==> src/rtl/uart_regs_pkg.sv <==
// Shared constants for the UART register file: address map, IIR codes,
// register bit positions and the RX trigger-level helper.
package uart_regs_pkg;

    localparam logic [2:0] A_RB  = 3'd0;
    localparam logic [2:0] A_IER = 3'd1;
    localparam logic [2:0] A_IIR = 3'd2;
    localparam logic [2:0] A_LCR = 3'd3;
    localparam logic [2:0] A_MCR = 3'd4;
    localparam logic [2:0] A_LSR = 3'd5;
    localparam logic [2:0] A_MSR = 3'd6;
    localparam logic [2:0] A_SCR = 3'd7;

    localparam logic [3:0] IIR_RLS  = 4'b0110;
    localparam logic [3:0] IIR_RDA  = 4'b0100;
    localparam logic [3:0] IIR_TI   = 4'b1100;
    localparam logic [3:0] IIR_THRE = 4'b0010;
    localparam logic [3:0] IIR_MS   = 4'b0000;
    localparam logic [3:0] IIR_NONE = 4'b0001;

    localparam int LCR_DLAB = 7;

    localparam int IER_RDA  = 0;
    localparam int IER_THRE = 1;
    localparam int IER_RLS  = 2;
    localparam int IER_MS   = 3;

    localparam int LSR_DR   = 0;
    localparam int LSR_OE   = 1;
    localparam int LSR_PE   = 2;
    localparam int LSR_FE   = 3;
    localparam int LSR_BI   = 4;
    localparam int LSR_THRE = 5;
    localparam int LSR_TEMT = 6;
    localparam int LSR_ERR  = 7;

    localparam int MSR_CTS  = 4;
    localparam int MSR_DSR  = 5;
    localparam int MSR_RI   = 6;
    localparam int MSR_DCD  = 7;

    localparam int MCR_LOOP = 4;

    function automatic int unsigned rx_trigger(input logic [1:0] sel,
                                               input int unsigned depth);
        case (sel)
            2'b00:   return 1;
            2'b01:   return depth / 4;
            2'b10:   return depth / 2;
            default: return depth - 2;
        endcase
    endfunction

endpackage

==> src/rtl/uart_baud_gen.sv <==
// x16 baud enable generator: down-counter on DL with an optional
// fractional accumulator (UART_FRAC_DIV_EN) that stretches periods by one.
module uart_baud_gen
    import uart_regs_pkg::*;
#(
    parameter int DL_W = 16
) (
    input  logic            clk,
    input  logic            rst,
`ifdef UART_FRAC_DIV_EN
    input  logic [3:0]      dlf,
`endif
    input  logic [DL_W-1:0] dl,
    input  logic            reload,
    output logic            enable
);

    logic [DL_W-1:0] dlc;
    logic [DL_W-1:0] dl_m1;
    logic            term;

    assign term   = (dlc == '0) && (dl != '0);
    assign enable = term;
    assign dl_m1  = (dl == '0) ? '0 : dl - DL_W'(1);

`ifdef UART_FRAC_DIV_EN
    logic [3:0] acc;
    logic [4:0] sum;

    assign sum = {1'b0, acc} + {1'b0, dlf};

    // A carry out of the accumulator loads DL instead of DL-1,
    // adding one idle cycle to the next period.
    always_ff @(posedge clk or posedge rst) begin
        if (rst) begin
            dlc <= '0;
            acc <= '0;
        end else if (reload) begin
            dlc <= dl_m1;
            acc <= '0;
        end else if (term) begin
            acc <= sum[3:0];
            dlc <= sum[4] ? dl : dl_m1;
        end else if (dlc != '0) begin
            dlc <= dlc - DL_W'(1);
        end
    end
`else
    always_ff @(posedge clk or posedge rst) begin
        if (rst) begin
            dlc <= '0;
        end else if (reload || term) begin
            dlc <= dl_m1;
        end else if (dlc != '0) begin
            dlc <= dlc - DL_W'(1);
        end
    end
`endif

endmodule

==> src/rtl/uart_regs_gen.sv <==
// 16550-style register file, baud generator and interrupt prioritiser.
// Optional fractional divisor enabled by defining UART_FRAC_DIV_EN.
module uart_regs_gen
    import uart_regs_pkg::*;
#(
    parameter int ADDR_W     = 3,
    parameter int FIFO_DEPTH = 16,
    parameter int CNT_W      = $clog2(FIFO_DEPTH) + 1,
    parameter int DL_W       = 16
) (
    input  logic              clk,
    input  logic              wb_rst_i,
    input  logic [ADDR_W-1:0] wb_addr_i,
    input  logic [7:0]        wb_dat_i,
    output logic [7:0]        wb_dat_o,
    input  logic              wb_we_i,
    input  logic              wb_re_i,
    output logic              tf_push_o,
    input  logic [CNT_W-1:0]  tf_count_i,
    input  logic              tx_idle_i,
    output logic              rf_pop_o,
    input  logic [10:0]       rf_data_i,
    input  logic [CNT_W-1:0]  rf_count_i,
    input  logic              rf_overrun_i,
    input  logic              rf_error_i,
    input  logic              rx_timeout_i,
    input  logic [3:0]        modem_inputs,
    output logic              rts_pad_o,
    output logic              dtr_pad_o,
    output logic [7:0]        lcr_o,
    output logic              enable_o,
    output logic              rx_reset_o,
    output logic              tx_reset_o,
    output logic              int_o
);

    localparam bit HAS_DL3 = (DL_W > 16);
`ifdef UART_FRAC_DIV_EN
    localparam bit FRAC = 1'b1;
    logic [3:0] dlf;
`else
    localparam bit FRAC = 1'b0;
`endif

    logic [2:0]  a;
    logic        dlab;
    logic [7:0]  lcr, scr;
    logic [3:0]  ier;
    logic [1:0]  fcr;
    logic [4:0]  mcr;
    logic [23:0] dl_r, dl_nx;
    logic        dl0_wr, dl1_wr, dl2_wr, dl_wr, dlf_wr;
    logic        thr_wr, ier_wr, fcr_wr, lcr_wr, mcr_wr, scr_wr;
    logic        rb_rd, iir_rd, lsr_rd, msr_rd;
    logic        thr_wr_q, fcr_wr_q, rb_rd_q, lsr_rd_q, msr_rd_q;
    logic        hv, tf_empty, lsr5_q, thre_pend, ti_pend;
    logic [4:0]  st, st_raw, st_raw_q;
    logic [7:0]  lsr, rd_data;
    logic [3:0]  msr_hi, msr_dl, msr_in;
    logic        msr_init;
    logic [3:0]  iir, iir_nx;
    logic        int_nx;
    logic [CNT_W-1:0] trig;

    assign a    = wb_addr_i[2:0];
    assign dlab = lcr[LCR_DLAB];

    assign thr_wr = wb_we_i && a == A_RB && !dlab;
    assign dl0_wr = wb_we_i && a == A_RB && dlab;
    assign ier_wr = wb_we_i && a == A_IER && !dlab;
    assign dl1_wr = wb_we_i && a == A_IER && dlab;
    assign dl2_wr = wb_we_i && a == A_IIR && dlab && HAS_DL3;
    assign fcr_wr = wb_we_i && a == A_IIR && !(dlab && HAS_DL3);
    assign lcr_wr = wb_we_i && a == A_LCR;
    assign mcr_wr = wb_we_i && a == A_MCR;
    assign dlf_wr = wb_we_i && a == A_SCR && dlab && FRAC;
    assign scr_wr = wb_we_i && a == A_SCR && !(dlab && FRAC);
    assign dl_wr  = dl0_wr || dl1_wr || dl2_wr;

    assign rb_rd  = wb_re_i && a == A_RB && !dlab;
    assign iir_rd = wb_re_i && a == A_IIR && !(dlab && HAS_DL3);
    assign lsr_rd = wb_re_i && a == A_LSR;
    assign msr_rd = wb_re_i && a == A_MSR;

    // Strobes fire only on the first cycle of a held access.
    assign tf_push_o  = thr_wr && !thr_wr_q;
    assign rf_pop_o   = rb_rd && !rb_rd_q;
    assign rx_reset_o = fcr_wr && !fcr_wr_q && wb_dat_i[1];
    assign tx_reset_o = fcr_wr && !fcr_wr_q && wb_dat_i[2];

    assign lcr_o     = lcr;
    assign rts_pad_o = mcr[1];
    assign dtr_pad_o = mcr[0];

    always_comb begin
        dl_nx = dl_r;
        if (dl0_wr) dl_nx[7:0]   = wb_dat_i;
        if (dl1_wr) dl_nx[15:8]  = wb_dat_i;
        if (dl2_wr) dl_nx[23:16] = wb_dat_i;
    end

    uart_baud_gen #(.DL_W(DL_W)) u_baud (
        .clk    (clk),
        .rst    (wb_rst_i),
`ifdef UART_FRAC_DIV_EN
        .dlf    (dlf),
`endif
        .dl     (dl_nx[DL_W-1:0]),
        .reload (dl_wr),
        .enable (enable_o)
    );

    assign hv       = (rf_count_i != '0);
    assign tf_empty = (tf_count_i == '0);
    assign st_raw   = {rf_error_i, hv & rf_data_i[2], hv & rf_data_i[1],
                       hv & rf_data_i[0], rf_overrun_i};
    assign lsr      = {st[4], tf_empty & tx_idle_i, tf_empty,
                       st[3], st[2], st[1], st[0], hv};

    assign msr_in = mcr[MCR_LOOP] ? {mcr[3], mcr[2], mcr[0], mcr[1]}
                  : ~{modem_inputs[0], modem_inputs[1],
                      modem_inputs[2], modem_inputs[3]};

    assign trig = CNT_W'(rx_trigger(fcr, FIFO_DEPTH));

    always_comb begin
        rd_data = '0;
        case (a)
            A_RB:  rd_data = dlab ? dl_r[7:0] : rf_data_i[10:3];
            A_IER: rd_data = dlab ? dl_r[15:8] : {4'b0, ier};
            A_IIR: rd_data = (dlab && HAS_DL3) ? dl_r[23:16]
                                               : {4'b1100, iir};
            A_LCR: rd_data = lcr;
            A_MCR: rd_data = {3'b0, mcr};
            A_LSR: rd_data = lsr;
            A_MSR: rd_data = {msr_hi, msr_dl};
`ifdef UART_FRAC_DIV_EN
            A_SCR: rd_data = dlab ? {4'b0, dlf} : scr;
`else
            A_SCR: rd_data = scr;
`endif
            default: rd_data = '0;
        endcase
    end

    always_comb begin
        iir_nx = IIR_NONE;
        int_nx = 1'b1;
        if (ier[IER_RLS] && |st[3:0])          iir_nx = IIR_RLS;
        else if (ier[IER_RDA] && rf_count_i >= trig) iir_nx = IIR_RDA;
        else if (ier[IER_RDA] && ti_pend)      iir_nx = IIR_TI;
        else if (ier[IER_THRE] && thre_pend)   iir_nx = IIR_THRE;
        else if (ier[IER_MS] && |msr_dl)       iir_nx = IIR_MS;
        else                                   int_nx = 1'b0;
    end

    always_ff @(posedge clk or posedge wb_rst_i) begin
        if (wb_rst_i) begin
            lcr  <= 8'h03;
            ier  <= '0;
            fcr  <= 2'b11;
            mcr  <= '0;
            scr  <= '0;
            dl_r <= '0;
`ifdef UART_FRAC_DIV_EN
            dlf  <= '0;
`endif
        end else begin
            if (lcr_wr) lcr <= wb_dat_i;
            if (ier_wr) ier <= wb_dat_i[3:0];
            if (fcr_wr) fcr <= wb_dat_i[7:6];
            if (mcr_wr) mcr <= wb_dat_i[4:0];
            if (scr_wr) scr <= wb_dat_i;
            dl_r <= dl_nx;
`ifdef UART_FRAC_DIV_EN
            if (dlf_wr) dlf <= wb_dat_i[3:0];
`endif
        end
    end

    always_ff @(posedge clk or posedge wb_rst_i) begin
        if (wb_rst_i) begin
            wb_dat_o <= '0;
            thr_wr_q <= 1'b0;
            fcr_wr_q <= 1'b0;
            rb_rd_q  <= 1'b0;
            lsr_rd_q <= 1'b0;
            msr_rd_q <= 1'b0;
        end else begin
            wb_dat_o <= wb_re_i ? rd_data : '0;
            thr_wr_q <= thr_wr;
            fcr_wr_q <= fcr_wr;
            rb_rd_q  <= rb_rd;
            lsr_rd_q <= lsr_rd;
            msr_rd_q <= msr_rd;
        end
    end

    // Sticky line status captures rising edges so a persisting head
    // flag does not re-arm immediately after an LSR read clears it.
    always_ff @(posedge clk or posedge wb_rst_i) begin
        if (wb_rst_i) begin
            st        <= '0;
            st_raw_q  <= '0;
            lsr5_q    <= 1'b1;
            thre_pend <= 1'b0;
            ti_pend   <= 1'b0;
        end else begin
            st_raw_q <= st_raw;
            lsr5_q   <= tf_empty;
            st <= ((lsr_rd && !lsr_rd_q) ? 5'b0 : st)
                | (st_raw & ~st_raw_q);
            if (tf_empty && !lsr5_q)
                thre_pend <= 1'b1;
            else if (thr_wr || (iir_rd && iir == IIR_THRE))
                thre_pend <= 1'b0;
            if (ier[IER_RDA] && rx_timeout_i)
                ti_pend <= 1'b1;
            else if (rb_rd)
                ti_pend <= 1'b0;
        end
    end

    always_ff @(posedge clk or posedge wb_rst_i) begin
        if (wb_rst_i) begin
            msr_hi   <= '0;
            msr_dl   <= '0;
            msr_init <= 1'b1;
        end else begin
            msr_hi   <= msr_in;
            msr_init <= 1'b0;
            if (!msr_init)
                msr_dl <= (msr_rd_q ? 4'b0 : msr_dl) | (msr_in ^ msr_hi);
        end
    end

    always_ff @(posedge clk or posedge wb_rst_i) begin
        if (wb_rst_i) begin
            iir   <= IIR_NONE;
            int_o <= 1'b0;
        end else begin
            iir   <= iir_nx;
            int_o <= int_nx;
        end
    end

endmodule

==> config.mk <==
export PLATFORM = sky130hd
export DESIGN_NAME = uart_regs_gen
export DESIGN_NICKNAME = d
export VERILOG_FILES = /design/src/rtl/uart_regs_pkg.sv /design/src/rtl/uart_baud_gen.sv /design/src/rtl/uart_regs_gen.sv
export SDC_FILE = /design/constraint.sdc
export NUM_CORES = 1
export LEC_CHECK = 0
export CORE_ASPECT_RATIO = 1.5
export CORE_UTILIZATION = 40
export CTS_CLUSTER_DIAMETER = 30
export DETAILED_ROUTE_END_ITERATION = 12
export PLACE_DENSITY = 0.61
export SYNTH_ARGS = -nofsm -noshare
export SYNTH_HDL_FRONTEND = slang
export SYNTH_HIERARCHICAL = 1
export SYNTH_SLANG_ARGS = --single-unit
==> constraint.sdc <==
create_clock -name clk -period 8.65 [get_ports clk]
set_input_delay 2.595 -clock clk [delete_from_list [all_inputs] [get_ports clk]]
set_output_delay 2.595 -clock clk [all_outputs]
set_load 0.02 [all_outputs]
### Yosys cells after proc, flatten, opt, wreduce, memory -nomap -nowiden

Index checks and enable logic that the tools add are counted.

| cells by class | value |
|---|---|
| bitwise operators | 10 |
| multiplexer cells | 27 |
| reductions and logical operators | 52 |
| add/sub/neg operators | 2 |
| order comparisons | 1 |
| eq/ne operators | 10 |

Operators with widths:

| kind | count |
|---|---|
| 8-bit case mux with 8 select lines | 1 |
| 16-bit two-way mux | 3 |
| 8-bit two-way mux | 5 |
| 16-bit logical NOT | 2 |
| 16-bit nonzero test | 2 |
| 16-bit by 1-bit subtractor with 16-bit output (second input constant) | 2 |
| 1-bit logical AND | 30 |
| 4-bit two-way mux | 5 |
| 3-bit == test (second input constant) | 4 |
| 4-bit case mux with 3 select lines | 1 |
| 1-bit two-way mux | 10 |
| 4-bit OR reduction | 2 |
| 3-bit by 2-bit == test with 1-bit output (second input constant) | 2 |
| 1-bit logical NOT | 6 |
| 2-bit nonzero test | 3 |
| 5-bit bitwise AND | 1 |
| 5-bit >= comparator | 1 |
| 5-bit logical NOT | 1 |
| 5-bit two-way mux | 1 |
| 5-bit inverter | 1 |
| 5-bit OR | 1 |
| 5-bit nonzero test | 1 |
| 1-bit bitwise AND | 4 |
| 4-bit by 2-bit == test with 1-bit output (second input constant) | 1 |
| other kinds (10) | 12 |

| storage, ports and cells | value |
|---|---|
| output and inout bits | 24 |
| bits in registers | 99 |
| bits of input ports | 44 |

### Longest topological paths before layout

| logic depth | value |
|---|---|
| depth in word-level cells | 8 |
| gate-level depth with buffers | 13 |

### Hierarchy

The synthesis kept the hierarchy.

By module, submodules not included:

| module | seq. area each (um^2) | cells an instance | instances | area an instance (um^2) |
|---|---|---|---|---|
| uart_regs_gen | 2085.8 | 336 | 1 | 3888.7 |
| uart_baud_gen | 400.4 | 135 | 1 | 1232.4 |

### Least setup slack after synthesis

Ideal clock, no wire load.

| path | value |
|---|---|
| kind | input port to output port |
| start point | input wb_addr_i[2] |
| end point | output enable_o |
| data arrival time | 4.646 ns |
| path slack | 1.409 ns |
| required time | 6.055 ns |
| buffers on the path | 2 |
| stages | 11 |
| cell sequence | buf_2 nor3_1 and3_1 buf_4 mux2_2 inv_1 ha_1 nor3b_2 nand2_1 nor3_1 a21oi_1 |

| between the ends | value |
|---|---|
| longest elaborated chain between the ends | 6 |

Ends and longest elaborated chain:

| element | RTL line | RTL |
|---|---|---|
| from (decl) | uart_regs_gen.sv:13 | `input logic [ADDR_W-1:0] wb_addr_i,` |
| 3-bit logical NOT | uart_regs_gen.sv:69 | `assign dl0_wr = wb_we_i && a == A_RB && dlab;` |
| 1-bit logical AND (2 in series) | uart_regs_gen.sv:69 |  |
| 8-bit two-way mux | uart_regs_gen.sv:97 | `if (dl0_wr) dl_nx[7:0] = wb_dat_i;` |
| via dl_nx[0] | uart_regs_gen.sv:51 | `logic [23:0] dl_r, dl_nx;` |
| 16-bit nonzero test | uart_baud_gen.sv:22 | `assign term = (dlc == '0) && (dl != '0);` |
| 1-bit logical AND | uart_baud_gen.sv:22 |  |
| to (decl) | uart_regs_gen.sv:31 | `output logic enable_o,` |

The timed path passes the listed nets, and every way through them passes these cells.

### Worst setup path in the final report

Ends and elaborated chain as after synthesis.

==> impl_results.md <==
* Worst Setup End Kind: primary output
* Origin of the worst setup path: wb_addr_i[2]
* Switching Share at 0.3494
* Sequential fraction of the synthesis area at 0.4855
* DRC viols at 0
* Hold Path Class: flop to flop
* Post-synth net total at 522
* Async S/R FF share, synth at 1.000
* Sw Pwr at 0.5536 mW
* Critical path type: input port to primary output
* Largest net degree at the start of global routing at 84
* Post-DP HPWL at 10.45 mm
* Vias at 3895
* Port-buffer cells at 67
* Share of total power in the clock network at 0.249
* Initial drt markers at 221
* Setup TNS at 0 ns
* Reg2reg end: u_baud/dlc[15]
* RSZ-0062 raised after global routing: no
* Crit share post-route at 0.9586
* Gp weighted congestion at 0.8783
* PwrDens at 253.6 mW/mm2
* Post-DRT Antenna Nets at 0
* Synthesis-stage register bit count at 99
* Synth area leader: dfrtp_1
* TritonCTS buffer count at 9
* Status: complete, no violations
* Worst hold path startpoint: st_raw_q[0]
* I/O pin cnt at 68
* R2r worst-path depth at 9
* H-tree depth at 3
* Final WS setup at 0.3577 ns
* 1st-pass router iterations at 5
* Clk root buf: clkbuf_16
* R2R Path Start: lcr_o[7]
* Die area at 0.01327 mm2
* CP arrival at 5.70 ns
* Gate Count Post-Synth at 471
* Clk slew on worst S/H paths at 0.07 ns
* Worst-Skew Late Latency at 0.35 ns
* Global-route usage over all layers at 0.2178
* Max Cap Viol at 0
* Antenna violations before repair at 0
* Reg power frac at 0.429
* Chip Width at 94.39 um
* Post-cts gate resize count at 0
* Die Y at 140.6 um
* Int Pwr at 1.031 mW
* Ys Warns at 6
* Area Growth Syn to Fin at 21.96%
* Clock sink count at 99
* DRT Wirelength at 13.73 mm
* Number of diodes at 0
* Post-Syn Area at 0.005121 mm2
* Vias in the first global route at 4003
* Worst R2R Setup Slack at 5.60 ns
* Wire per inst at 19.58 um
* Final Hold Viols at 0
* CTS tree: done
* Vias per inst at 5.556
* Comb pwr share at 0.322
* Hold Crit Depth at 1
* Total power at 1.584 mW
* WHS at 0.4307 ns
* Leakage at 2.647 nW
* Critical Path RT at 6.06 ns
* Final worst path period need at 8.292 ns
* Yosys cell types at 62
* Setup violators final at 0
* Critical path fanouts, max at 6
* Max clock buf depth at 2
* Worst Tran Pin Value at 1.027 ns
* Total grt overflow at 0
* Main flop type after synthesis: dfrtp_1
* Core box area at 0.01251 mm2
* Share of the synthesized area in the top cell type at 0.4495
* Count leader, synth: dfrtp_1
* First-pass GRT wire length at 21.22 mm
* Worst rel slew slack at 0.3062
* Post-CTS setup buffer count at 0
* Nets at 591
* Clk_skew at 0.007419 ns
* Post-synth EDFFs at 0
* Num rows at 50
* Final slew viol count at 0
* Initial Util at 0.4093
* Startpoint types: input port
* Worst VDD drop at 0.1589 mV
* Cts hold-fix bufs at 0
* Syn_area_per_cell at 10.87 um2
* Post-synth top cells: dfrtp_1, mux2_2, nand2_1
* Util after Layout at 0.4992
* Fmax at 0.1206 GHz
* Hold endpoint: st[0]
* Place WS at 0.3797 ns
* Synth top area cells: dfrtp_1, mux2_2, dfstp_2
* Share of layout cells above drive strength 1 at 0.1872
## how the worst max path moves through the flow
| stage | to | slack, ns | cells after the start |
|---|---|---|---|
| 2_1_floorplan | enable_o | 1.41 | 11 |
| 3_3_place_gp | enable_o | 0.39 | 11 |
| 3_5_place_dp | enable_o | 0.38 | 11 |
| 4_1_cts | enable_o | 0.35 | 11 |
| 5_1_grt | enable_o | 0.16 | 11 |
| 6_report | enable_o | 0.36 | 11 |
## power by group through the flow
stage	Sequential, mW	Combinational (mW)	Clock (mW)
2_1_floorplan	0.670	0.348	0
3_5_place_dp	0.686	0.510	0
4_1_cts	0.678	0.514	0.405
6_report	0.680	0.510	0.394
5_1_grt	0.692	0.557	0.421
3_3_place_gp	0.684	0.496	0
## critical path: stages
cell             delay [ns]
clkdlybuf4s50_1        0.46
nor3_1                 0.30
and3_1                 0.34
mux2_2                 0.43
inv_1                  0.07
ha_1                   0.16
nor3b_2                0.34
nand2_1                0.17
nor3_1                 0.15
a21oi_1                0.10
clkdlybuf4s50_1        0.57
## kinds of logic after synthesis
logic type | count (synthesis) | synth area share
adder cells (fa/ha/maj) | 7 | 0.01710
buffers and inverters | 44 | 0.04080
other | 1 | 0.0007323
XOR/XNOR | 26 | 0.04447
AND/OR/NAND/NOR | 138 | 0.1517
flip-flops | 99 | 0.4855
AO/OA/AOI/OAI | 90 | 0.1187
multiplexers | 66 | 0.1410
## per-stage QoR
step / cell area (um2) / cells
after floorplan: 5121 / 471
after global placement: 5952 / 685
after detailed placement: 5952 / 685
after CTS: 6246 / 701
after global routing: 6246 / 701
final: 6246 / 701
## routing by layer
layer / share of wire / vias to the layer above / global-route usage
met2: 0.53 / 127 / 0.3822
met3: 0.045 / 34 / 0.04315
met1: 0.38 / 1907 / 0.2404
met5: 0 / - / 0
met4: 0.048 / 0 / 0.1231
li1: - / 1827 / -
## cells in the final DEF (no fill, tap or decap), drive strengths merged, types with 10 or more instances in the layout
cell           count
inv               27
mux2i             17
xnor2             18
buf               11
o21ai             26
a21oi             11
mux2              49
nand2             43
dfrtp             92
clkdlybuf4s50     67
clkbuf            10
o22ai             12
nor2b             10
nor2              20
nor3              12
nand3             13
## state kept, by name, indices dropped and copies added (netlist names), 2 cells and up
| name | cells |
|---|---|
| msr_dl | 4 |
| mcr | 5 |
| ier | 4 |
| st | 5 |
| msr_hi | 4 |
| fcr | 2 |
| wb_dat_o | 8 |
| dl_r | 16 |
| iir | 4 |
| lcr_o | 8 |
| st_raw_q | 5 |
| scr | 8 |
| u_baud/dlc | 16 |
## cell type report
class                           instances  area (um2)
Inverter                               24       91.34
Sequential cell                        99        2486
Timing Repair Buffer                   78       753.2
Fill cell                            1145        6266
Clock inverter                          6       55.05
Tap cell                              156       195.2
Clock buffer                           10       239.0
Multi-Input combinational cell        328        2426
No activity file was read; power rests on OpenSTA's default activity.
